==> src/rtl/uart_tx_queue.sv <==
// uart_tx_queue: 16-byte FIFO between the monitor FSM and the osdvu uart core.
// Ports: CLK, rst (sync, active-high); push side in_valid/in_data/in_ready;
// uart side u_is_transmitting/u_transmit/u_tx_byte; status count, busy.
// Optional: define UART_TX_QUEUE_HEX_EN to send each byte as two ASCII hex chars.
module uart_tx_queue #(
  parameter int FIFO_ADDR_WIDTH = 4,
  parameter int GUARD_CYCLES    = 2
) (
  input  logic                     CLK,
  input  logic                     rst,
  input  logic                     in_valid,
  input  logic [7:0]               in_data,
  output logic                     in_ready,
  input  logic                     u_is_transmitting,
  output logic                     u_transmit,
  output logic [7:0]               u_tx_byte,
  output logic [FIFO_ADDR_WIDTH:0] count,
  output logic                     busy
);

  localparam int AW    = FIFO_ADDR_WIDTH;
  localparam int DEPTH = 1 << AW;

  localparam logic [AW:0]   FULL    = (AW+1)'(DEPTH);
  localparam logic [AW:0]   CNT_ONE = (AW+1)'(1);
  localparam logic [AW-1:0] PTR_ONE = AW'(1);
  localparam logic [3:0]    G_INIT  = 4'(GUARD_CYCLES);

  typedef enum logic [2:0] {
    IDLE,
    SEND,
    GUARD,
    WAIT
`ifdef UART_TX_QUEUE_HEX_EN
    ,
    SEND_LO,
    GUARD_LO,
    WAIT_LO
`endif
  } state_t;

  state_t state;
  state_t state_nxt;

  logic [7:0]    mem [DEPTH];
  logic [AW-1:0] wr_ptr;
  logic [AW-1:0] rd_ptr;
  logic [7:0]    pop_byte;
  logic [3:0]    guard_cnt;

  logic push;
  logic pop;
  logic send_hi;
  logic send_lo;
  logic guard_tick;

`ifdef UART_TX_QUEUE_HEX_EN
  function automatic logic [7:0] hex_char(input logic [3:0] n);
    if (n < 4'd10) return 8'h30 + {4'h0, n};
    else           return 8'h37 + {4'h0, n};
  endfunction
`endif

  assign in_ready = (count != FULL);
  assign push     = in_valid & in_ready;
  assign busy     = (count != '0) || (state != IDLE);

  always_comb begin
    state_nxt  = state;
    pop        = 1'b0;
    send_hi    = 1'b0;
    send_lo    = 1'b0;
    guard_tick = 1'b0;
    unique case (state)
      IDLE: begin
        if (count != '0 && !u_is_transmitting) begin
          pop       = 1'b1;
          state_nxt = SEND;
        end
      end
      SEND: begin
        send_hi   = 1'b1;
        state_nxt = GUARD;
      end
      // Busy flag lags the start pulse, so it is not trusted here.
      GUARD: begin
        guard_tick = 1'b1;
        if (guard_cnt <= 4'd1) state_nxt = WAIT;
      end
      WAIT: begin
`ifdef UART_TX_QUEUE_HEX_EN
        if (!u_is_transmitting) state_nxt = SEND_LO;
`else
        if (!u_is_transmitting) state_nxt = IDLE;
`endif
      end
`ifdef UART_TX_QUEUE_HEX_EN
      SEND_LO: begin
        send_lo   = 1'b1;
        state_nxt = GUARD_LO;
      end
      GUARD_LO: begin
        guard_tick = 1'b1;
        if (guard_cnt <= 4'd1) state_nxt = WAIT_LO;
      end
      WAIT_LO: begin
        if (!u_is_transmitting) state_nxt = IDLE;
      end
`endif
      default: state_nxt = IDLE;
    endcase
  end

  always_ff @(posedge CLK) begin
    if (push) mem[wr_ptr] <= in_data;
  end

  always_ff @(posedge CLK) begin
    if (rst) begin
      state      <= IDLE;
      wr_ptr     <= '0;
      rd_ptr     <= '0;
      count      <= '0;
      pop_byte   <= 8'h00;
      guard_cnt  <= 4'd0;
      u_transmit <= 1'b0;
      u_tx_byte  <= 8'h00;
    end else begin
      state      <= state_nxt;
      u_transmit <= send_hi | send_lo;
      if (push) wr_ptr <= wr_ptr + PTR_ONE;
      if (pop) begin
        rd_ptr   <= rd_ptr + PTR_ONE;
        pop_byte <= mem[rd_ptr];
      end
      // Push and pop together leave count unchanged.
      if (push && !pop)      count <= count + CNT_ONE;
      else if (pop && !push) count <= count - CNT_ONE;
      if (send_hi || send_lo) begin
        guard_cnt <= G_INIT;
`ifdef UART_TX_QUEUE_HEX_EN
        u_tx_byte <= send_hi ? hex_char(pop_byte[7:4])
                             : hex_char(pop_byte[3:0]);
`else
        u_tx_byte <= pop_byte;
`endif
      end else if (guard_tick && guard_cnt != 4'd0) begin
        guard_cnt <= guard_cnt - 4'd1;
      end
    end
  end

endmodule
==> config.mk <==
export PLATFORM = sky130hd
export DESIGN_NAME = uart_tx_queue
export DESIGN_NICKNAME = d
export VERILOG_FILES = /design/src/rtl/uart_tx_queue.sv
export SDC_FILE = /design/constraint.sdc
export NUM_CORES = 1
export LEC_CHECK = 0
export CAP_MARGIN = 10
export CELL_PAD_IN_SITES_DETAIL_PLACEMENT = 0
export CELL_PAD_IN_SITES_GLOBAL_PLACEMENT = 1
export CORE_ASPECT_RATIO = 1.1
export CORE_UTILIZATION = 55
export CTS_CLUSTER_DIAMETER = 100
export DETAILED_ROUTE_END_ITERATION = 10
export PLACE_DENSITY = 0.87
export RECOVER_POWER = 50
export SLEW_MARGIN = 20
export SYNTH_ARGS = -nofsm -noshare
export SYNTH_HDL_FRONTEND = slang
export SYNTH_SLANG_ARGS = --single-unit
==> constraint.sdc <==
create_clock -name CLK -period 7.55 [get_ports CLK]
set_input_delay 1.51 -clock CLK [delete_from_list [all_inputs] [get_ports CLK]]
set_output_delay 1.51 -clock CLK [all_outputs]
set_load 0.01 [all_outputs]
# Yosys cells after proc, flatten, opt, wreduce, memory -nomap -nowiden
# Memories as Yosys holds them, arrays and structs flattened. A register that Yosys moved wholly into a read port is not among the register bits.
# Cells that the tools add are included.
# op_classes
muxes	14
reduce_logical	16
add_sub_neg	5
bitwise_logic	1
magnitude_cmp	1
eq_ne	7
# ops
operator	n
case mux 3 bit (4 select lines)	1
two-way mux 5 bit	2
two-way mux 3 bit	3
adder 4 x 1 -> 4 bit (second input constant)	2
== test 3 x 2 -> 1 bit (second input constant)	2
two-way mux 1 bit	6
inequality test 2 bit (second input constant)	3
adder 5 x 1 -> 5 bit (second input constant)	1
inequality test 5 bit (second input constant)	1
nonzero test 5 bit	1
subtractor 5 x 1 -> 5 bit (second input constant)	1
<= comparator 4 x 1 -> 1 bit (second input constant)	1
logical AND 1 bit	4
two-way mux 2 bit	2
nonzero test 2 bit	2
nonzero test 4 bit	1
subtractor 4 x 1 -> 4 bit (second input constant)	1
== test 3 x 1 -> 1 bit (second input constant)	1
logical NOT 1 bit	3
logical NOT 3 bit	1
AND reduction 3 bit	1
nonzero test 3 bit	1
OR reduction 2 bit	1
AND 1 bit	1
logical OR 1 bit	1
# word_totals
output_inout_bits	16
register_bits	29
n_memories	1
wordCells	53
ramBits	128
# memory_table
memory	words	width	rd	rd_clocked_by_memory_dff	write_ports	line_no	rtl
mem	16	8	1	1	1	45	logic [7:0] mem [DEPTH];

# Depth between registers and ports, before layout
# Gate-level depths: netlist of run 1.
# depth
word_depth	7
mapped_depth	13
ltp_nobuf	12

# Worst setup path after synthesis of run 1
# Ideal clock, no wire load.
# synth_timing
path_type	input-to-reg
from	input port u_is_transmitting
to	register count[4]
t_required_ns	7.427
arrival_time_ns	3.464
slack_ns	3.963
path_buffers	1
setup_time_ns	0.123
stages	11
path_cell_list	nor2b_1 > a21boi_2 > buf_6 > inv_1 > ha_1 > inv_1 > ha_1 > a21o_1 > a21oi_1 > mux2i_1 > mux2_1
# synth_via
elab_chain_len	7
word_cells_on_any_way	9
cone_classes	mux (3); reduce/logical (6)
# synth_rtl
item	line_no	rtl
start: declaration	14	input logic u_is_transmitting,
logical NOT 1 bit (*)	n/a	
logical AND 1 bit (*)	76	if (count != '0 && !u_is_transmitting) begin
two-way mux 1 bit (*)	76	
two-way mux 1 bit (*)	74	unique case (state)
logical NOT 1 bit	137	if (push && !pop) count <= count + CNT_ONE;
logical AND 1 bit	137	
two-way mux 5 bit / nonzero test 2 bit (equally long branches)	n/a	
end signal: assignment	137	
end signal: assignment	138	else if (pop && !push) count <= count - CNT_ONE;
end: declaration	17	output logic [FIFO_ADDR_WIDTH:0] count,
# Every way passes the cells marked *; elsewhere a longest branch is shown, timed or not.
# A chain may end at the register's enable or synchronous reset.

# Worst setup path in the final report of run 1
# Same ends and word-level chain as after synthesis.

==> results of run 1 <==
final cells by class:
class	count	area (sq um)	area share
Inverter	11	41.3	0.00535
Clock buffer	19	433	0.0561
Multi-Input combinational cell	232	2000	0.260
Tap cell	154	193	0.0250
Timing Repair Buffer	31	297	0.0384
Clock inverter	12	180	0.0234
Sequential cell	164	4570	0.592
Yosys cell counts, types with 4 or more instances:
| library cell | n | area share |
|---|---|---|
| xnor2_1 | 4 | 0.0051 |
| edfxtp_1 | 128 | 0.56 |
| o211ai_1 | 5 | 0.0055 |
| mux4_1 | 6 | 0.023 |
| xor2_1 | 8 | 0.010 |
| clkbuf_1 | 7 | 0.0039 |
| buf_6 | 7 | 0.012 |
| nor3_1 | 8 | 0.0059 |
| a211oi_1 | 7 | 0.0077 |
| nand2b_1 | 4 | 0.0037 |
| a311oi_1 | 8 | 0.010 |
| a21oi_1 | 4 | 0.0029 |
| nand2_1 | 13 | 0.0072 |
| dfxtp_1 | 36 | 0.11 |
| nor2_1 | 45 | 0.025 |
| mux4_2 | 10 | 0.033 |
| mux2i_1 | 46 | 0.068 |
| ha_1 | 15 | 0.028 |
| inv_1 | 10 | 0.0055 |
| o22ai_1 | 14 | 0.013 |
kinds of logic after synthesis:
kind of cell | synth area share
buffers and inverters | 0.0382
flip-flops | 0.669
adder cells (fa/ha/maj) | 0.0305
multiplexers | 0.125
AO/OA/AOI/OAI | 0.0587
AND/OR/NAND/NOR | 0.0626
XOR/XNOR | 0.0154
layer usage:
layer / track usage / up-vias / wire length (um)
met5: 0 / - / 0
met4: 0.0779 / 0 / 194
met3: 0.0612 / 13 / 786
met2: 0.346 / 106 / 6260
met1: 0.278 / 1751 / 5260
li1: - / 1703 / -
how the worst min path moves through the flow:
stage / startpoint / endpoint / slack, ps / cells after the start
5_1_grt: pop_byte[2] / pop_byte[2] / 530 / 2
3_3_place_gp: u_tx_byte[6] / u_tx_byte[6] / 470 / 2
2_1_floorplan: pop_byte[0] / u_tx_byte[0] / 460 / 2
6_report: u_tx_byte[6] / u_tx_byte[6] / 500 / 2
4_1_cts: u_tx_byte[6] / u_tx_byte[6] / 510 / 2
3_5_place_dp: u_tx_byte[3] / u_tx_byte[3] / 490 / 2
stage by stage:
step / std cells / util / setup slack [ps] / hold WS [ps] / area (sq um)
after floorplan: 432 / - / 3960 / 464 / 6820
after detailed placement: 592 / 0.590 / 2820 / 489 / 7090
after global placement: 592 / 0.590 / 2900 / 472 / 7090
final: 623 / 0.641 / 3260 / 496 / 7710
after CTS: 623 / 0.640 / 3280 / 511 / 7710
after global routing: 623 / 0.641 / 3010 / 531 / 7710
state kept, by name (all words and copies together) (netlist names):
| signal | count |
|---|---|
| count | 5 |
| guard_cnt | 4 |
| mem | 128 |
| pop_byte | 8 |
| rd_ptr | 4 |
| state | 2 |
| u_transmit | 1 |
| u_tx_byte | 8 |
| wr_ptr | 4 |
report_power, final:
group | internal (mW) | switching, mW | total, mW
clock network | 0.552 | 0.336 | 0.888
registers | 1.04 | 0.0551 | 1.10
logic | 0.241 | 0.279 | 0.519
placed cells by master (no fill, tap or decap), drive strengths merged, types with 4 or more instances in the layout:
cell and count:
nor3 8, a211oi 7, clkdlybuf4s50 12, clkinv 5
mux2i 46, ha 15, a311oi 8, dfxtp 36
mux4 16, o22ai 14, nand2 13, xnor2 4
clkbuf 20, bufinv 4, o211ai 6, dlygate4sd3 15
inv 12, nor2 46, a21oi 4, xor2 8
edfxtp 128, nand2b 4
worst min-delay path, stage by stage (launching register included):
cell	delay [ps]
dfxtp_1	330
mux2i_1	70
nor2_1	70
==> flow_summary_export.csv, run 1 <==
group,metric,value,unit
outcome,outcome,"finished with violations",
outcome,violations,"capacitance limit, slew limit",
worst_setup_path,end_kind,"flip-flop",
worst_setup_path,crit_family,"compound AO/OA/AOI/OAI gates",
pwr,powerDensity,325,mW/mm^2
timing,skew,12.0,ps
pwr,p_total,2.50,mW
worst_setup_path,startpoint_type,"primary input",
global_routing,grt_pass1_vias,3597,
clock_tree,max-clock-path-buffers,2,
drt,vias_per_cell,5.74,
global_routing,grt_pass1_wl,19500,um
worst_setup_path,cp_slowest_stage_delay,730,ps
clock_tree,cts_root_buf,"clkbuf_16",
timing,hold_violations,0,
die,die-area,0.0128,sq mm
logic_synthesis,ys_types,51,
logic_synthesis,synth_nets,460,
worst_setup_path,crit_chain,"clkdlybuf4s50_1 > nor2b_1 > a21boi_2 > inv_1 > ha_1 > inv_1 > ha_1 > a21o_1 > a21oi_1 > mux2i_1 > mux2_1",
final_layout,drive_above_1_share,0.113,
worst_setup_path,reg2reg_slack,4130,ps
logic_synthesis,syn_area_per_cell,15.8,sq um
timing,grt_setup_unrepaired,"false",
timing,worst_pin_slew,1750,ps
final_layout,area_delta_synth_final,13.1,%
logic_synthesis,synth_seq_cells,164,
die,io-pin-count,28,
drt,num_vias,3573,
logic_synthesis,synth_edf_count,128,
worst_setup_path,crit_type,"primary input to flip-flop",
clock_tree,cts_buffers,17,
global_routing,grt.total_usage,0.215,
die,die_x,108,um
logic_synthesis,synthFlopType,"edfxtp_1",
worst_setup_path,worstSetupPathDepth,11,
timing,tns,0,ps
global_routing,grt_max_degree,46,
timing,setup_violations,0,
timing,layout_min_cycle_time,4290,ps
timing,drv_slew,41,
worst_setup_path,r2r_cells,12,
worst_setup_path,arrival,4610,ps
worst_setup_path,endpoint,"count[4]",
worst_setup_path,setup.worst_path.start,"u_is_transmitting",
global_routing,antenna_found_initial,0,
final_layout,nets,485,
flow_run,max_cap_viol_count,1,
logic_synthesis,async_reset_ff_frac,0,
drt,route.detailed.drc,0,
logic_synthesis,synth_cells,432,
worst_setup_path,regToRegEndpoint,"count[4]",
clock_tree,hold_buffers,0,
worst_setup_path,required,7870,ps
clock_tree,h-tree-depth,4,
clock_tree,clk_pin_slew,60,ps
final_layout,num_antenna_cells,0,
pwr,p_leak,2.56,nW
clock_tree,clk_latency,430,ps
clock_tree,cts_resized,0,
worst_setup_path,critical_path_peak_fanout,20,
die,start_util,0.567,
min_path,hp-class,"flip-flop to flip-flop",
timing,fin_crit_sh,0.568,
final_layout,fill_cells,842,
worst_setup_path,worst-path-buf-inv,3,
logic_synthesis,syn_area,0.00682,sq mm
worst_setup_path,cp_slowest_cell,"a21boi_2",
placement,dp_hpwl,8100,um
drt,ant_nets,0,
placement,gp_congestion,0.764,
clock_tree,cts_setup_buffers,0,
clock_tree,clkSinkCount,164,
drt,first_pass_iters,6,
worst_setup_path,r2r_start,"state[0]",
placement,port-buffer-count,27,
global_routing,grt_overflow_total,0,
logic_synthesis,ys_seq_area_frac,0.669,
die,core,0.0120,sq mm
timing,relSlewSlack,-0.169,
pwr,ir_worst_vdd,230,uV
drt,routedWlPerCell,20.1,um
logic_synthesis,yosys_warnings,0,
drt,dr.first_iter.drc_count,232,
timing,max_clock_freq,233,MHz
die,fp-row-count,42,
clock_tree,cts_tree,"done",
die,die_height,119,um
drt,routed_wl,12500,um
Note: power is estimated with default switching activity, not from simulation.
==> inputs of run 2 (changes only) <==
--- a/config.mk
+++ b/config.mk
@@ -9,10 +9,10 @@
 export CELL_PAD_IN_SITES_DETAIL_PLACEMENT = 0
 export CELL_PAD_IN_SITES_GLOBAL_PLACEMENT = 1
 export CORE_ASPECT_RATIO = 1.1
-export CORE_UTILIZATION = 55
+export CORE_UTILIZATION = 51
 export CTS_CLUSTER_DIAMETER = 100
 export DETAILED_ROUTE_END_ITERATION = 10
-export PLACE_DENSITY = 0.87
+export PLACE_DENSITY = 0.81
 export RECOVER_POWER = 50
 export SLEW_MARGIN = 20
 export SYNTH_ARGS = -nofsm -noshare
==> constraint.sdc (replaced) <==
create_clock -name CLK -period 4.05 [get_ports CLK]
set_input_delay 0.81 -clock CLK [delete_from_list [all_inputs] [get_ports CLK]]
set_output_delay 0.81 -clock CLK [all_outputs]
set_load 0.01 [all_outputs]
==> flow_summary_export.csv, run 2 (same netlist as run 1, synthesis figures left out) <==
group,metric,value,unit
timing,max_clock_freq,330,MHz
timing,hold_violations,0,
clock_tree,clkSinkCount,164,
final_layout,drive_above_1_share,0.110,
placement,gp_congestion,0.742,
drt,vias_per_cell,5.84,
worst_setup_path,crit_chain,"clkdlybuf4s50_1 > a21boi_2 > ha_1 > inv_1 > fa_1 > a21o_1 > a21oi_1 > mux2i_1 > mux2_1",
pwr,pwr-share-comb,0.215,
clock_tree,h-tree-depth,4,
pwr,p_sw_frac,0.277,
final_layout,final_common_cell,"edfxtp_1",
clock_tree,cts_buffers,17,
timing,skew,8.27,ps
pwr,ir_worst_vdd,268,uV
outcome,outcome,"finished with violations",
global_routing,grt.total_usage,0.204,
worst_setup_path,critical_path_peak_fanout,6,
timing,grt_setup_unrepaired,"false",
final_layout,largest-register,"mem",
worst_setup_path,startpoint_type,"primary input",
die,die_x,112,um
timing,tns,0,ps
clock_tree,cts_root_buf,"clkbuf_16",
drt,route.detailed.drc,2,
drt,routedWlPerCell,20.4,um
drt,num_vias,3685,
placement,post-place-cells,600,
global_routing,grt_pass1_wl,20200,um
final_layout,top_regs,"mem: 128 flops, pop_byte: 8 flops, u_tx_byte: 8 flops",
worst_setup_path,crit_family,"compound AO/OA/AOI/OAI gates",
outcome,violations,"DRC, capacitance limit, slew limit",
final_layout,layout_common_cells,"edfxtp_1 (128), mux2i_1 (46), nor2_1 (45), dfxtp_1 (35), clkdlybuf4s50_1 (18)",
timing,fin_crit_sh,0.747,
die,fp-row-count,43,
timing,relSlewSlack,-0.108,
final_layout,nets,490,
die,io-pin-count,28,
placement,port-buffer-count,27,
pwr,clkPwrFrac,0.327,
die,die-area,0.0138,sq mm
pwr,powerDensity,586,mW/mm^2
worst_setup_path,end_kind,"flip-flop",
placement,dp_hpwl,8460,um
global_routing,antenna_found_initial,0,
timing,drv_slew,41,
worst_setup_path,crit_type,"primary input to flip-flop",
worst_setup_path,arrival,3330,ps
clock_tree,cts_resized,0,
final_layout,fin_cells,631,
min_path,hp-class,"flip-flop to flip-flop",
flow_run,max_cap_viol_count,1,
pwr,seqPwrFrac,0.458,
clock_tree,cts_setup_buffers,0,
die,die_height,123,um
final_layout,largest_reg_flops,128,
pwr,power.internal,3.25,mW
final_layout,num_antenna_cells,0,
pwr,netSwitchingPower,1.25,mW
clock_tree,cts_tree,"done",
worst_setup_path,cp_slowest_stage_delay,510,ps
clock_tree,clk_latency,420,ps
die,core,0.0128,sq mm
die,start_util,0.533,
global_routing,grt_overflow_total,0,
clock_tree,max-clock-path-buffers,2,
worst_setup_path,cp_slowest_cell,"clkdlybuf4s50_1",
drt,ant_nets,0,
worst_setup_path,worst-path-buf-inv,2,
timing,setup_violations,0,
drt,dr.first_iter.drc_count,229,
timing,final.setup.worst_slack,1020,ps
clock_tree,clk_pin_slew,60,ps
drt,routed_wl,12900,um
drt,first_pass_iters,10,
worst_setup_path,required,4360,ps
timing,layout_min_cycle_time,3030,ps
placement,dp_slack,600,ps
final_layout,area_delta_synth_final,12.5,%
clock_tree,hold_buffers,0,
global_routing,grt_pass1_vias,3603,
global_routing,grt_max_degree,41,
pwr,p_leak,2.53,nW
timing,worst_pin_slew,1660,ps
run 2: changes by cell type in the layout (fill, tap and decap cells not counted), sizes merged:
cell           previous run  this run
inv                      12        14
bufinv                    4         1
clkinvlp                  2         0
clkbuf                   20        21
dlygate4sd3              15         9
buf                       3         7
clkdlybuf4s50            12        18
clkinv                    5         8
run 2: per-layer routing:
metal  wire length [um]  global-route usage  part of all wire
met1               5570               0.262              0.43
met2               6270               0.323              0.49
met3                741              0.0598             0.058
met4                286              0.0950             0.022
met5                  0                   0                 0
run 2: metrics by stage:
step | util | cell area [sq um] | power, mW | hold WS, ps
finish | 0.599 | 7670 | 4.49 | 490
global placement | 0.558 | 7150 | 3.05 | 476
floorplan | - | 6820 | 2.80 | 464
CTS | 0.600 | 7690 | 4.54 | 497
global route | 0.599 | 7670 | 4.70 | 520
detailed placement | 0.558 | 7150 | 3.08 | 483
run 2: cell type report:
type | count | area (sq um)
Fill cell | 957 | 5130
Sequential cell | 164 | 4570
Multi-Input combinational cell | 232 | 1990
Clock buffer | 19 | 433
Timing Repair Buffer | 36 | 343
Tap cell | 157 | 196
Clock inverter | 12 | 106
Inverter | 11 | 41.3
run 2: power groups by stage:
stage               Clock (mW)  Combinational, mW  Sequential, mW
CTS                       1.50              0.981            2.06
finish                    1.47              0.964            2.06
global placement             0              0.960            2.09
global route              1.55               1.06            2.08
detailed placement           0              0.978            2.10
floorplan                    0              0.743            2.06
run 2: worst paths after layout:
kind         slack [ps]  depth (start not counted)    startpoint            to
max                1020                          9      in_valid      count[4]
min reg2reg         490                          2  u_tx_byte[3]  u_tx_byte[3]
max reg2reg        1240                         12      state[0]      count[4]
min                 490                          2  u_tx_byte[3]  u_tx_byte[3]
run 2: worst register-to-register path: cells and delay by family, from the launching register on:
kind | cells | cell delay (ps)
fa+ha+maj | 3 | 720
compound gates | 3 | 560
mux | 2 | 540
flops | 1 | 330
buf+inv | 3 | 320
simple gates | 1 | 220
==> inputs of run 3 (changes only) <==
--- a/config.mk
+++ b/config.mk
@@ -9,10 +9,10 @@
 export CELL_PAD_IN_SITES_DETAIL_PLACEMENT = 0
 export CELL_PAD_IN_SITES_GLOBAL_PLACEMENT = 1
 export CORE_ASPECT_RATIO = 1.1
-export CORE_UTILIZATION = 51
+export CORE_UTILIZATION = 46
 export CTS_CLUSTER_DIAMETER = 100
 export DETAILED_ROUTE_END_ITERATION = 10
-export PLACE_DENSITY = 0.81
+export PLACE_DENSITY = 0.78
 export RECOVER_POWER = 50
 export SLEW_MARGIN = 20
 export SYNTH_ARGS = -nofsm -noshare
==> constraint.sdc (replaced) <==
create_clock -name CLK -period 2.6 [get_ports CLK]
set_input_delay 0.52 -clock CLK [delete_from_list [all_inputs] [get_ports CLK]]
set_output_delay 0.52 -clock CLK [all_outputs]
set_load 0.01 [all_outputs]
==> flow_summary_export.csv, run 3 (same netlist as run 1, synthesis figures left out) <==
group,metric,value,unit
clock_tree,cts_buffers,17,
timing,drv_slew,0,
global_routing,antenna_found_initial,0,
outcome,outcome,"finished clean",
placement,post-place-cells,664,
timing,tns,0,ps
clock_tree,clk_pin_slew,60,ps
drt,dr.first_iter.drc_count,273,
clock_tree,cts_tree,"done",
final_layout,fin_cells,697,
clock_tree,h-tree-depth,4,
die,die_height,130,um
final_layout,fill_cells,1141,
timing,worst_pin_slew,1180,ps
timing,layout_min_cycle_time,2480,ps
drt,routedWlPerCell,19.4,um
pwr,p_leak,2.70,nW
global_routing,grt_max_degree,38,
drt,vias_per_cell,5.38,
worst_setup_path,crit_type,"flip-flop to flip-flop",
final_layout,drive_above_1_share,0.190,
final_layout,nets,520,
final_layout,fin_util,0.556,
pwr,ir_worst_vdd,539,uV
final_layout,largest-register,"mem",
timing,skew,8.85,ps
global_routing,grt_pass1_wl,21400,um
clock_tree,clk_latency,430,ps
clock_tree,clkSinkCount,164,
global_routing,grt.total_usage,0.193,
die,die_x,118,um
global_routing,grt_pass1_vias,3792,
timing,fin_crit_sh,0.953,
clock_tree,max-clock-path-buffers,2,
die,fp-row-count,46,
die,io-pin-count,28,
drt,first_pass_iters,4,
final_layout,layout_common_cells,"edfxtp_1 (128), mux2i_1 (46), nor2_1 (45), buf_4 (35), dfxtp_1 (32)",
final_layout,top_regs,"mem: 128 flops, pop_byte: 8 flops, u_tx_byte: 8 flops",
worst_setup_path,required,2910,ps
drt,ant_nets,0,
pwr,netSwitchingPower,2.13,mW
die,core,0.0144,sq mm
timing,relSlewSlack,0.215,
placement,dp_hpwl,8980,um
worst_setup_path,startpoint_type,"flip-flop",
pwr,pwr-share-comb,0.239,
pwr,powerDensity,919,mW/mm^2
worst_setup_path,end_kind,"flip-flop",
drt,route.detailed.drc,0,
pwr,seqPwrFrac,0.427,
clock_tree,cts_root_buf,"clkbuf_16",
timing,setup_violations,0,
min_path,hp-class,"flip-flop to flip-flop",
worst_setup_path,arrival,2790,ps
drt,num_vias,3751,
final_layout,area_delta_synth_final,17.9,%
worst_setup_path,critical_path_peak_fanout,4,
global_routing,grt_overflow_total,0,
final_layout,num_antenna_cells,0,
placement,port-buffer-count,27,
timing,hold_violations,0,
timing,max_clock_freq,404,MHz
final_layout,final_common_cell,"edfxtp_1",
worst_setup_path,r2r_start,"state[1]",
die,die-area,0.0153,sq mm
flow_run,max_cap_viol_count,0,
pwr,clkPwrFrac,0.334,
drt,routed_wl,13500,um
pwr,power.internal,5.26,mW
final_layout,largest_reg_flops,128,
min_path,hp-start,"u_tx_byte[3]",
pwr,p_sw_frac,0.288,
worst_setup_path,setup.worst_path.start,"state[1]",
placement,gp_congestion,0.788,
die,start_util,0.472,
run 3: cell types whose count changed in the layout (fill, tap and decap cells not counted), moves of 3 or more:
cell / change
clkinv_2: -4
inv_1: -3
dfxtp_1: -3
inv_8: +4
inv_2: +3
clkinvlp_4: +3
buf_4: +29
run 3: cell type report:
cell class | instances | area (sq um) | share of cell area
multi-input combinational | 232 | 2010 | 0.250
clock inverter | 15 | 169 | 0.0210
timing repair buffer | 66 | 581 | 0.0722
tap | 192 | 240 | 0.0299
sequential | 164 | 4570 | 0.569
clock buffer | 17 | 425 | 0.0529
inverter | 11 | 41.3 | 0.00514
run 3: power by group through the flow:
stage | registers [mW] | logic [mW] | clock network, mW
after floorplan | 3.21 | 1.17 | 0
after global placement | 3.19 | 1.71 | 0
after detailed placement | 3.20 | 1.78 | 0
after CTS | 3.15 | 1.78 | 2.51
after global routing | 3.18 | 1.95 | 2.62
final | 3.15 | 1.77 | 2.47
run 3: routing by layer:
| layer | share of wire | routed length [um] | global-route usage |
|---|---|---|---|
| met1 | 0.41 | 5550 | 0.240 |
| met2 | 0.51 | 6960 | 0.327 |
| met3 | 0.054 | 725 | 0.0420 |
| met4 | 0.021 | 291 | 0.0890 |
| met5 | 0 | 0 | 0 |
run 3: final timing paths:
kind / to / slack [ps] / depth (start not counted)
worst max-delay path: count[4] / 120 / 12
worst min-delay path: u_tx_byte[3] / 490 / 2
worst max register to register: count[4] / 120 / 12
worst min register to register: u_tx_byte[3] / 490 / 2
run 3: what timing repair did:
action	in CTS	in global routing
resized for setup	2	6
pin swaps	0	3
buffers inserted	0	1
setup endpoints to repair	1	2
hold buffers	0	0
run 3: stage by stage:
| stage | power, mW | area [sq um] | setup slack (ps) | hold slack [ps] |
|---|---|---|---|---|
| 6_report | 7.39 | 8040 | 123 | 492 |
| 5_1_grt | 7.75 | 8040 | -1.00 | 521 |
| 4_1_cts | 7.45 | 8030 | 21.8 | 505 |
| 3_5_place_dp | 4.98 | 7430 | -266 | 490 |
| 3_3_place_gp | 4.90 | 7430 | -205 | 473 |
| 2_1_floorplan | 4.38 | 6830 | 3.04 | 464 |
run 3: worst max-delay path: stages, from the launching register on:
cell	delay [ps]
dfxtp_4	370
inv_2	60
ha_4	160
nor2b_2	150
a21boi_2	150
inv_1	80
ha_2	180
inv_2	50
fa_2	340
a21o_1	170
a21oi_2	130
mux2i_1	210
mux2_1	330
